--- src/rtl/instr_encoder_loader_pkg.sv ---
// instr_encoder_loader_pkg: shared format/state enums and base opcode constants
package instr_encoder_loader_pkg;
    typedef enum logic [2:0] {FMT_R = 3'd0, FMT_I, FMT_S, FMT_B, FMT_U, FMT_J} fmt_e;
    typedef enum logic [1:0] {IDLE, LOAD, DONE} state_e;
    localparam logic [6:0] OP_OP     = 7'b0110011;
    localparam logic [6:0] OP_IMM    = 7'b0010011;
    localparam logic [6:0] OP_STORE  = 7'b0100011;
    localparam logic [6:0] OP_BRANCH = 7'b1100011;
    localparam logic [6:0] OP_LUI    = 7'b0110111;
    localparam logic [6:0] OP_JAL    = 7'b1101111;
endpackage

--- src/rtl/instr_encoder_loader_if.sv ---
// instr_encoder_loader_if: field-tuple stream in, instruction-memory write port out
//   in_*      : tuple handshake and fields (master drives, slave consumes)
//   mem_*     : memory write port (slave drives we/addr/wdata, master returns ready)
interface instr_encoder_loader_if;
    logic        in_valid;
    logic        in_ready;
    logic [2:0]  in_fmt;
    logic [6:0]  in_opcode;
    logic [4:0]  in_rd;
    logic [2:0]  in_funct3;
    logic [4:0]  in_rs1;
    logic [4:0]  in_rs2;
    logic [6:0]  in_funct7;
    logic [31:0] in_imm;
    logic        in_last;
    logic        mem_we;
    logic        mem_ready;
    logic [31:0] mem_addr;
    logic [31:0] mem_wdata;
    modport slave (
        input  in_valid, in_fmt, in_opcode, in_rd, in_funct3, in_rs1, in_rs2,
               in_funct7, in_imm, in_last, mem_ready,
        output in_ready, mem_we, mem_addr, mem_wdata
    );
    modport master (
        output in_valid, in_fmt, in_opcode, in_rd, in_funct3, in_rs1, in_rs2,
               in_funct7, in_imm, in_last, mem_ready,
        input  in_ready, mem_we, mem_addr, mem_wdata
    );
endinterface

--- src/rtl/instr_field_packer.sv ---
// instr_field_packer: combinational RV32 field-to-word packer with illegal flag
//   inputs: fmt, opcode, rd, funct3, rs1, rs2, funct7, imm
//   outputs: word (encoded instruction), illegal (bad format or odd B/J offset)
module instr_field_packer
    import instr_encoder_loader_pkg::*;
(
    input  logic [2:0]  fmt,
    input  logic [6:0]  opcode,
    input  logic [4:0]  rd,
    input  logic [2:0]  funct3,
    input  logic [4:0]  rs1,
    input  logic [4:0]  rs2,
    input  logic [6:0]  funct7,
    input  logic [31:0] imm,
    output logic [31:0] word,
    output logic        illegal
);
    always_comb begin
        case (fmt)
            FMT_R:   word = {funct7, rs2, rs1, funct3, rd, opcode};
            FMT_I:   word = {imm[11:0], rs1, funct3, rd, opcode};
            FMT_S:   word = {imm[11:5], rs2, rs1, funct3, imm[4:0], opcode};
            FMT_B:   word = {imm[12], imm[10:5], rs2, rs1, funct3, imm[4:1], imm[11], opcode};
            FMT_U:   word = {imm[31:12], rd, opcode};
            FMT_J:   word = {imm[20], imm[10:1], imm[11], imm[19:12], rd, opcode};
            default: word = '0;
        endcase
        illegal = (fmt > 3'd5) || ((fmt == FMT_B || fmt == FMT_J) && imm[0]);
    end
endmodule

--- src/rtl/instr_encoder_loader.sv ---
// instr_encoder_loader: encodes field tuples and streams them into instruction memory
//   clk, rst_n : clock, async active-low reset
//   start      : begins a load session from IDLE or DONE
//   bus        : tuple handshake + memory write port (slave modport)
//   count      : words written this session; done / err : session complete / sticky error
module instr_encoder_loader
    import instr_encoder_loader_pkg::*;
#(
    parameter int          DEPTH     = 256,
    parameter logic [31:0] BASE_ADDR = 32'h0000_0000
) (
    input  logic                   clk,
    input  logic                   rst_n,
    input  logic                   start,
    instr_encoder_loader_if.slave  bus,
    output logic [$clog2(DEPTH):0] count,
    output logic                   done,
    output logic                   err
);
    state_e      state;
    logic        pend_last;
    logic [31:0] word;
    logic        illegal;
    logic        accept;
    logic        fire;

    instr_field_packer u_packer (
        .fmt(bus.in_fmt), .opcode(bus.in_opcode), .rd(bus.in_rd), .funct3(bus.in_funct3),
        .rs1(bus.in_rs1), .rs2(bus.in_rs2), .funct7(bus.in_funct7), .imm(bus.in_imm),
        .word(word), .illegal(illegal)
    );

    // Output register may refill in the cycle it drains; no tuple is taken
    // behind a pending last word so nothing can spill into DONE.
    always_comb begin
        bus.in_ready = (state == LOAD) && (!bus.mem_we || bus.mem_ready)
                     && !(bus.mem_we && pend_last)
                     && (int'(count) + int'(bus.mem_we) < DEPTH);
        accept = bus.in_valid && bus.in_ready;
        fire   = bus.mem_we && bus.mem_ready;
    end

    always_ff @(posedge clk or negedge rst_n) begin
        if (!rst_n) begin
            state         <= IDLE;
            bus.mem_we    <= 1'b0;
            bus.mem_addr  <= BASE_ADDR;
            bus.mem_wdata <= '0;
            count         <= '0;
            done          <= 1'b0;
            err           <= 1'b0;
            pend_last     <= 1'b0;
        end else begin
            case (state)
                LOAD: begin
                    if (fire) begin
                        bus.mem_we   <= 1'b0;
                        bus.mem_addr <= bus.mem_addr + 32'd4;
                        count        <= count + 1'b1;
                        if (pend_last) begin
                            state <= DONE;
                            done  <= 1'b1;
                        end else if (int'(count) + 1 == DEPTH) begin
                            state <= DONE;
                            done  <= 1'b1;
                            err   <= 1'b1;
                        end
                    end
                    if (accept) begin
                        if (illegal) begin
                            err <= 1'b1;
                            if (bus.in_last) begin
                                state <= DONE;
                                done  <= 1'b1;
                            end
                        end else begin
                            bus.mem_we    <= 1'b1;
                            bus.mem_wdata <= word;
                            pend_last     <= bus.in_last;
                        end
                    end
                end
                default: if (start) begin
                    state        <= LOAD;
                    bus.mem_addr <= BASE_ADDR;
                    count        <= '0;
                    done         <= 1'b0;
                    err          <= 1'b0;
                end
            endcase
        end
    end
endmodule

--- src/flat_wrapper.sv ---
// flat-port wrapper written by rule: the top's interface ports become plain ports
module instr_encoder_loader_flat import instr_encoder_loader_pkg::*;
#(
    parameter int          DEPTH     = 256,
    parameter logic [31:0] BASE_ADDR = 32'h0000_0000
)
  (clk, rst_n, start, count, done, err, bus_in_valid, bus_in_fmt, bus_in_opcode, bus_in_rd, bus_in_funct3, bus_in_rs1, bus_in_rs2, bus_in_funct7, bus_in_imm, bus_in_last, bus_mem_ready, bus_in_ready, bus_mem_we, bus_mem_addr, bus_mem_wdata);
  instr_encoder_loader_if bus_i ();
  input  logic clk;
  input  logic rst_n;
  input  logic start;
  output logic [$clog2(DEPTH):0] count;
  output logic done;
  output logic err;
  input wire logic [$bits(bus_i.in_valid)-1:0] bus_in_valid;
  input wire logic [$bits(bus_i.in_fmt)-1:0] bus_in_fmt;
  input wire logic [$bits(bus_i.in_opcode)-1:0] bus_in_opcode;
  input wire logic [$bits(bus_i.in_rd)-1:0] bus_in_rd;
  input wire logic [$bits(bus_i.in_funct3)-1:0] bus_in_funct3;
  input wire logic [$bits(bus_i.in_rs1)-1:0] bus_in_rs1;
  input wire logic [$bits(bus_i.in_rs2)-1:0] bus_in_rs2;
  input wire logic [$bits(bus_i.in_funct7)-1:0] bus_in_funct7;
  input wire logic [$bits(bus_i.in_imm)-1:0] bus_in_imm;
  input wire logic [$bits(bus_i.in_last)-1:0] bus_in_last;
  input wire logic [$bits(bus_i.mem_ready)-1:0] bus_mem_ready;
  output wire logic [$bits(bus_i.in_ready)-1:0] bus_in_ready;
  output wire logic [$bits(bus_i.mem_we)-1:0] bus_mem_we;
  output wire logic [$bits(bus_i.mem_addr)-1:0] bus_mem_addr;
  output wire logic [$bits(bus_i.mem_wdata)-1:0] bus_mem_wdata;
  assign bus_i.in_valid = bus_in_valid;
  assign bus_i.in_fmt = bus_in_fmt;
  assign bus_i.in_opcode = bus_in_opcode;
  assign bus_i.in_rd = bus_in_rd;
  assign bus_i.in_funct3 = bus_in_funct3;
  assign bus_i.in_rs1 = bus_in_rs1;
  assign bus_i.in_rs2 = bus_in_rs2;
  assign bus_i.in_funct7 = bus_in_funct7;
  assign bus_i.in_imm = bus_in_imm;
  assign bus_i.in_last = bus_in_last;
  assign bus_i.mem_ready = bus_mem_ready;
  assign bus_in_ready = bus_i.in_ready;
  assign bus_mem_we = bus_i.mem_we;
  assign bus_mem_addr = bus_i.mem_addr;
  assign bus_mem_wdata = bus_i.mem_wdata;
  instr_encoder_loader #(.DEPTH(DEPTH), .BASE_ADDR(BASE_ADDR)) u_core (.clk(clk), .rst_n(rst_n), .start(start), .bus(bus_i), .count(count), .done(done), .err(err));
endmodule
--- config.mk ---
export PLATFORM = sky130hd
export DESIGN_NAME = instr_encoder_loader_flat
export DESIGN_NICKNAME = d
export VERILOG_FILES = /design/src/rtl/instr_encoder_loader_pkg.sv /design/src/rtl/instr_encoder_loader_if.sv /design/src/rtl/instr_field_packer.sv /design/src/rtl/instr_encoder_loader.sv /design/src/flat_wrapper.sv
export SDC_FILE = /design/constraint.sdc
export NUM_CORES = 1
export LEC_CHECK = 0
export ABC_AREA = 0
export CAP_MARGIN = 20
export CORE_UTILIZATION = 47
export CTS_BUF_LIST = sky130_fd_sc_hd__clkbuf_8
export DETAILED_ROUTE_END_ITERATION = 10
export PLACE_DENSITY = 0.83
export RECOVER_POWER = 25
export SETUP_SLACK_MARGIN = 0.3
export SLEW_MARGIN = 20
export SYNTH_ARGS = -nofsm -noshare
export SYNTH_HDL_FRONTEND = slang
export SYNTH_HIERARCHICAL = 1
export SYNTH_SLANG_ARGS = --single-unit
--- constraint.sdc ---
create_clock -name clk -period 2.14 [get_ports clk]
set_input_delay 0.428 -clock clk [delete_from_list [all_inputs] [get_ports clk]]
set_output_delay 0.428 -clock clk [all_outputs]
set_load 0.02 [all_outputs]
Yosys cells after proc, flatten, opt, wreduce, memory -nomap -nowiden
Cells that the tools add are included.

Bits in registers: 79. Word-level logic and storage cells: 71.

Reductions and logical operators: 16. $add $sub $neg: 4. Bitwise operators: 1. Muxes and demuxes: 32. Eq/ne operators: 8. $lt $le $gt $ge: 2.

Operators by type and width (count): $pmux 32 s6 (1); $mux 32 (3); $add 32x3->32 const B (1); $eq 32x10->1 const B (1); $lt 32x10->1 const B (1); $mux 9 (3); $mux 1 (17); $mux 2 (8); $add 9x1->10 (1); $add 9x1->10 const B (1); $add 9x1->9 const B (1); $logic_and 1x1->1 (7); $eq 3x2->1 const B (2); $eq 3x3->1 const B (2); $eq 3x1->1 const B (1); $gt 3x3->1 const B (1); $logic_not 3->1 (1); $logic_or 1x1->1 (3); $reduce_and 3->1 (1); $eq 2x1->1 const B (1); $logic_not 1->1 (2); $ne 2x1->1 const B (1); $reduce_and 2->1 (1); $reduce_bool 2->1 (1); $not 1->1 (1).

Logic depth before layout (Yosys ltp)
Depth in word-level cells: 9. Mapped depth: 8. Mapped depth without buffers: 6.

Modules after synthesis
The synthesis kept the hierarchy.

By module, submodules not included: instr_encoder_loader (times used 1, cells each 326, area an instance 3651.0 um^2); instr_field_packer (times used 1, cells each 93, area an instance 575.6 um^2).

Worst setup path after synthesis
No wires, ideal clock.

Path kind: reg-to-reg. Start: register u_core.count[6]. End: register u_core.bus.mem_wdata[10]. Slack: -129 ps. Cell stages (with the launch flop): 9. Arrival time: 2142 ps. Buffers on the path: 3. Clock period less this slack: 2269 ps. Setup time: 127 ps. Cells stage by stage: dfrtp_1 buf_2 nand4_1 nor3_2 a2111oi_4 and3b_1 buf_2 buf_6 mux2_1.

Word-level cells in the longest chain between the ends: 5.

RTL lines: start: declaration (line instr_encoder_loader.sv:16) `output logic [$clog2(DEPTH):0] count,`; start signal: assignment (line instr_encoder_loader.sv:59) `count <= count + 1'b1;`; $add 9x1->10 (line instr_encoder_loader.sv:38) `&& (int'(count) + int'(bus.mem_we) < DEPTH);`; $lt 32x10->1 (line instr_encoder_loader.sv:38); $logic_and 1x1->1 (line instr_encoder_loader.sv:38); via bus_in_ready (line flat_wrapper.sv:26) `output wire logic [$bits(bus_i.in_ready)-1:0] bus_in_ready;`; $logic_and 1x1->1 (line instr_encoder_loader.sv:39) `accept = bus.in_valid && bus.in_ready;`; $reduce_and 3->1 (no line); end signal: assignment (line instr_encoder_loader.sv:78) `bus.mem_wdata <= word;`; end: declaration (line instr_encoder_loader_if.sv:23) `output in_ready, mem_we, mem_addr, mem_wdata`.

The timed path passes the listed nets, and every way through them passes these cells. A chain may end at the register's enable or synchronous reset.

Final worst setup path
Start: register u_core.state[1]. End: register u_core.bus.mem_wdata[20].

Word-level cells in the longest chain between the ends: 6.

RTL lines: start: declaration (line instr_encoder_loader.sv:20) `state_e state;`; start signal: assignment (line instr_encoder_loader.sv:45) `state <= IDLE;`; start signal: assignment (line instr_encoder_loader.sv:61) `state <= DONE;`; start signal: assignment (line instr_encoder_loader.sv:64) `state <= DONE;`; $eq 2x1->1 (*) (line instr_encoder_loader.sv:36, instr_encoder_loader.sv:54); $logic_and 1x1->1 (line instr_encoder_loader.sv:36) `bus.in_ready = (state == LOAD) && (!bus.mem_we || bus.mem_ready)`; $logic_and 1x1->1 (line instr_encoder_loader.sv:37) `&& !(bus.mem_we && pend_last)`; $logic_and 1x1->1 (line instr_encoder_loader.sv:38); $logic_and 1x1->1 (line instr_encoder_loader.sv:39); $reduce_and 3->1 (no line) (*).

Mark *: on every way between the ends. The rest lies on a longest branch, timed or not.

==> impl_metrics.toml <==
[floorplanning]
num_io_pins = 150
die_w_um = 96.8
start_util = 0.485
floorplan.rows = 34
fp.dieArea_sq_um = 9380
fp.coreArea_sq_um = 8720
die_height_um = 96.8

[drt]
firstDrtPassIters = 4
antenna_left = 0
post-route-drc-count = 0
route.vias.total = 4210
avgViaCountPerCell = 5.78
routed_wl_mm = 13.4
drtIter0Drc = 241
avgRoutedWirePerCell_um = 18.4

[critical_path]
crit_path_max_incr_delay_ps = 380
critical_path.endpoint = "u_core/bus.mem_wdata[20]"
ordered_cell_list_for_the_critical_path = "nand2b_4, a2111oi_4, buf_4, and3b_2, buf_6, buf_16, mux2_1"
timing.reg2reg.setup_slack_ps = 180
crit_path_start_kind = "flip-flop"
rr_worst_depth = 7
setup.worst_path.start = "u_core/state[1]"
timing.critical_path.required_ps = 2370
beginning_of_the_worst_register_to_register_path = "u_core/state[1]"
critPathSlowestCell = "dfrtp_1"
worst-endpoint-arrival_ps = 2180
critPathCaptureType = "flip-flop"
ws_path_type = "flip-flop to flip-flop"
critical_path.reg2reg.endpoint = "u_core/bus.mem_wdata[20]"
worstPathMaxFanout = 5

[placement]
dpl-instance-area_sq_um = 5970
place_worst_setup_slack_ps = -362
dp_hpwl_mm = 8.90
place_congestion = 0.905
post-place-cells = 685
numPortBuffers = 147

[synthesis]
yosys_most_used_dff = "dfrtp_1"
syn_avg_cell_area_sq_um = 10.1
most_repeated_cell_in_the_gate_level_netlist_after_synthesis = "dfrtp_1"
synthesis.yosys.warnings = 6
fraction_of_registers_with_async_set_or_reset_after_synthesis = 1.00
synth_seq_cells = 77
sequential_to_total_area_share_from_yosys_stat = 0.456
most_used_standard_cells_in_the_synthesized_netlist = "77 x dfrtp_1, 30 x nand2_1, 29 x mux2_1"
yosysTopAreaCell = "dfrtp_1"
synthCells = 419
netlist_area_sq_um = 4230
synth_enable_flop_cells = 0
synth_largest_type_area_fraction = 0.456
netlist_cell_types = 58
synthTopCellsByArea = "dfrtp_1 46%, mux2_1 7.7%, a22oi_1 3.0%"

[global_route]
grt-ovfl-total = 0
antenna_violations_before_repair = 0
gr-usage-met3 = 0.0405
grt_util_all_layers = 0.271
use_met1 = 0.355
via_count_of_the_first_global_routing_pass = 4124
global_route.peak_usage_layer = "met2"
grt_max_degree = 49
grtUsageMet2 = 0.446
grt_first_pass_wirelength_mm = 20.5

[clocking]
numCtsBuffers = 9
worstSkewPairLatency_ps = 340
path_clk_slew_ps = 80
tritoncts = "built"
clockBufferDepth = 2
clock_tree.htree_level_count = 3
clkSinkCount = 77
clk_root_buffer_cell = "clkbuf_8"

[cells_and_area]
final_cell_count_without_fillers = 728
drive_gt1_frac = 0.248
nNetsFinal = 690
syn_to_final_growth_pct = 58.6
seq_area_sq_um = 1940
multiInputGateArea_sq_um = 2290
insertedDiodeCount = 0
stdcell_area_sq_um = 6700
fillCellCount = 589

[timing]
timing.final.setup_violations = 0
pins_over_slew_limit = 0
final.min_clock_period_ps = 1960
worst_slew_pin_slew_ps = 1240
finalHoldViolations = 0
totalNegativeSetupSlack_ps = 0
timing.fmax_mhz = 511
slew_headroom = 0.176
final.setup.worst_slack_ps = 181
clock_skew_ps = 10.2
finalCritPeriodShare = 0.915
grt_setup_unrepaired = "true"

[hold_path]
holdCritPathClass = "input port to async pin"

[power]
max-vdd-ir-drop_mv = 0.725
leakage_power_nw = 3.22
power_per_cell_area_nw_per_um2 = 983

[outcome]
status = "completed"

[job]
timing.max_cap.violations = 0
-- metrics by stage --
step	power, mW	util	hold WS, ps
finish	6.59	0.769	338
global route	6.89	0.769	421
detailed placement	4.78	0.685	478
global placement	4.70	0.685	466
CTS	6.37	0.735	124
floorplan	3.46	-	132
-- state kept, by name (all words and copies together) (netlist names) --
register	count
u_core/state	2
u_core/done	1
u_core/err	1
u_core/count	9
u_core/bus.mem_we	1
u_core/bus.mem_addr	30
u_core/bus.mem_wdata	32
u_core/pend_last	1
-- how the worst min path moves through the flow --
stage | start | end
finish | rst_n | u_core/bus.mem_addr[15]
global route | rst_n | u_core/bus.mem_addr[16]
CTS | rst_n | u_core/bus.mem_addr[13]
detailed placement | u_core/bus.mem_wdata[14] | u_core/bus.mem_wdata[14]
global placement | u_core/bus.mem_wdata[5] | u_core/bus.mem_wdata[5]
floorplan | rst_n | u_core/bus.mem_addr[10]
-- timing repair --
| item | CTS | global route |
|---|---|---|
| hold buffers | 0 | 0 |
| pin swaps | 5 | 22 |
| buffers inserted | 10 | 12 |
| gates cloned | 3 | 2 |
| resized for setup | 45 | 54 |
| endpoints found under the setup margin | 69 | 68 |
-- cell usage in the layout, fill, tap and decap left out, drive strengths merged, types with 4 or more instances in the layout --
cell and count:
inv 13, mux2 34, nand4 14, or4 6, a22o 8, and3 9, o22ai 6, xnor2 7
o31ai 9, dlymetal6s2s 17, a31oi 7, dfrtp 77, nor3 5, clkbuf 15, dlygate4sd2 18, clkdlybuf4s50 110
a21oi 20, or3 6, and2 8, o2bb2ai 4, a22oi 17, xor2 8, nand3 15, nand2 31
o21ai 24, nor2 27, buf 63
-- critical path, delay by kind of cell (launching register included) --
family                 cells  cell delay, ps
AO/OA/AOI/OAI              1             330
buffers and inverters      3             450
multiplexers               1             320
flip-flops                 1             380
AND/OR/NAND/NOR            2             360
-- report_power, final --
part / total [mW] / internal [mW] / switching, mW
Sequential: 2.09 / 1.84 / 0.254
Combinational: 3.26 / 1.72 / 1.55
Clock: 1.23 / 0.713 / 0.520
Total: 6.59 / 4.27 / 2.32
-- metal layers --
metal  vias to the layer above  share of wire
li1                       1939              -
met1                      2090           0.42
met2                       151           0.50
met3                        30          0.047
met4                         0          0.028
met5                         -              0
-- area by class of cell --
type,count,share of cell area
multi-input combinational,303,0.342
timing repair buffer,212,0.308
sequential,77,0.290
clock buffer,11,0.0226
tap,108,0.0202
clock inverter,5,0.0110
inverter,12,0.00672
-- cell families after synthesis --
kind of cell	after synthesis	synth area share
fa+ha+maj	2	0.00592
buf+inv	41	0.0530
xor+xnor	15	0.0311
simple gates	132	0.170
flops	77	0.456
compound gates	114	0.186
mux	37	0.0977
other cells	1	0.000887
Note: power is estimated with default switching activity, not from simulation.
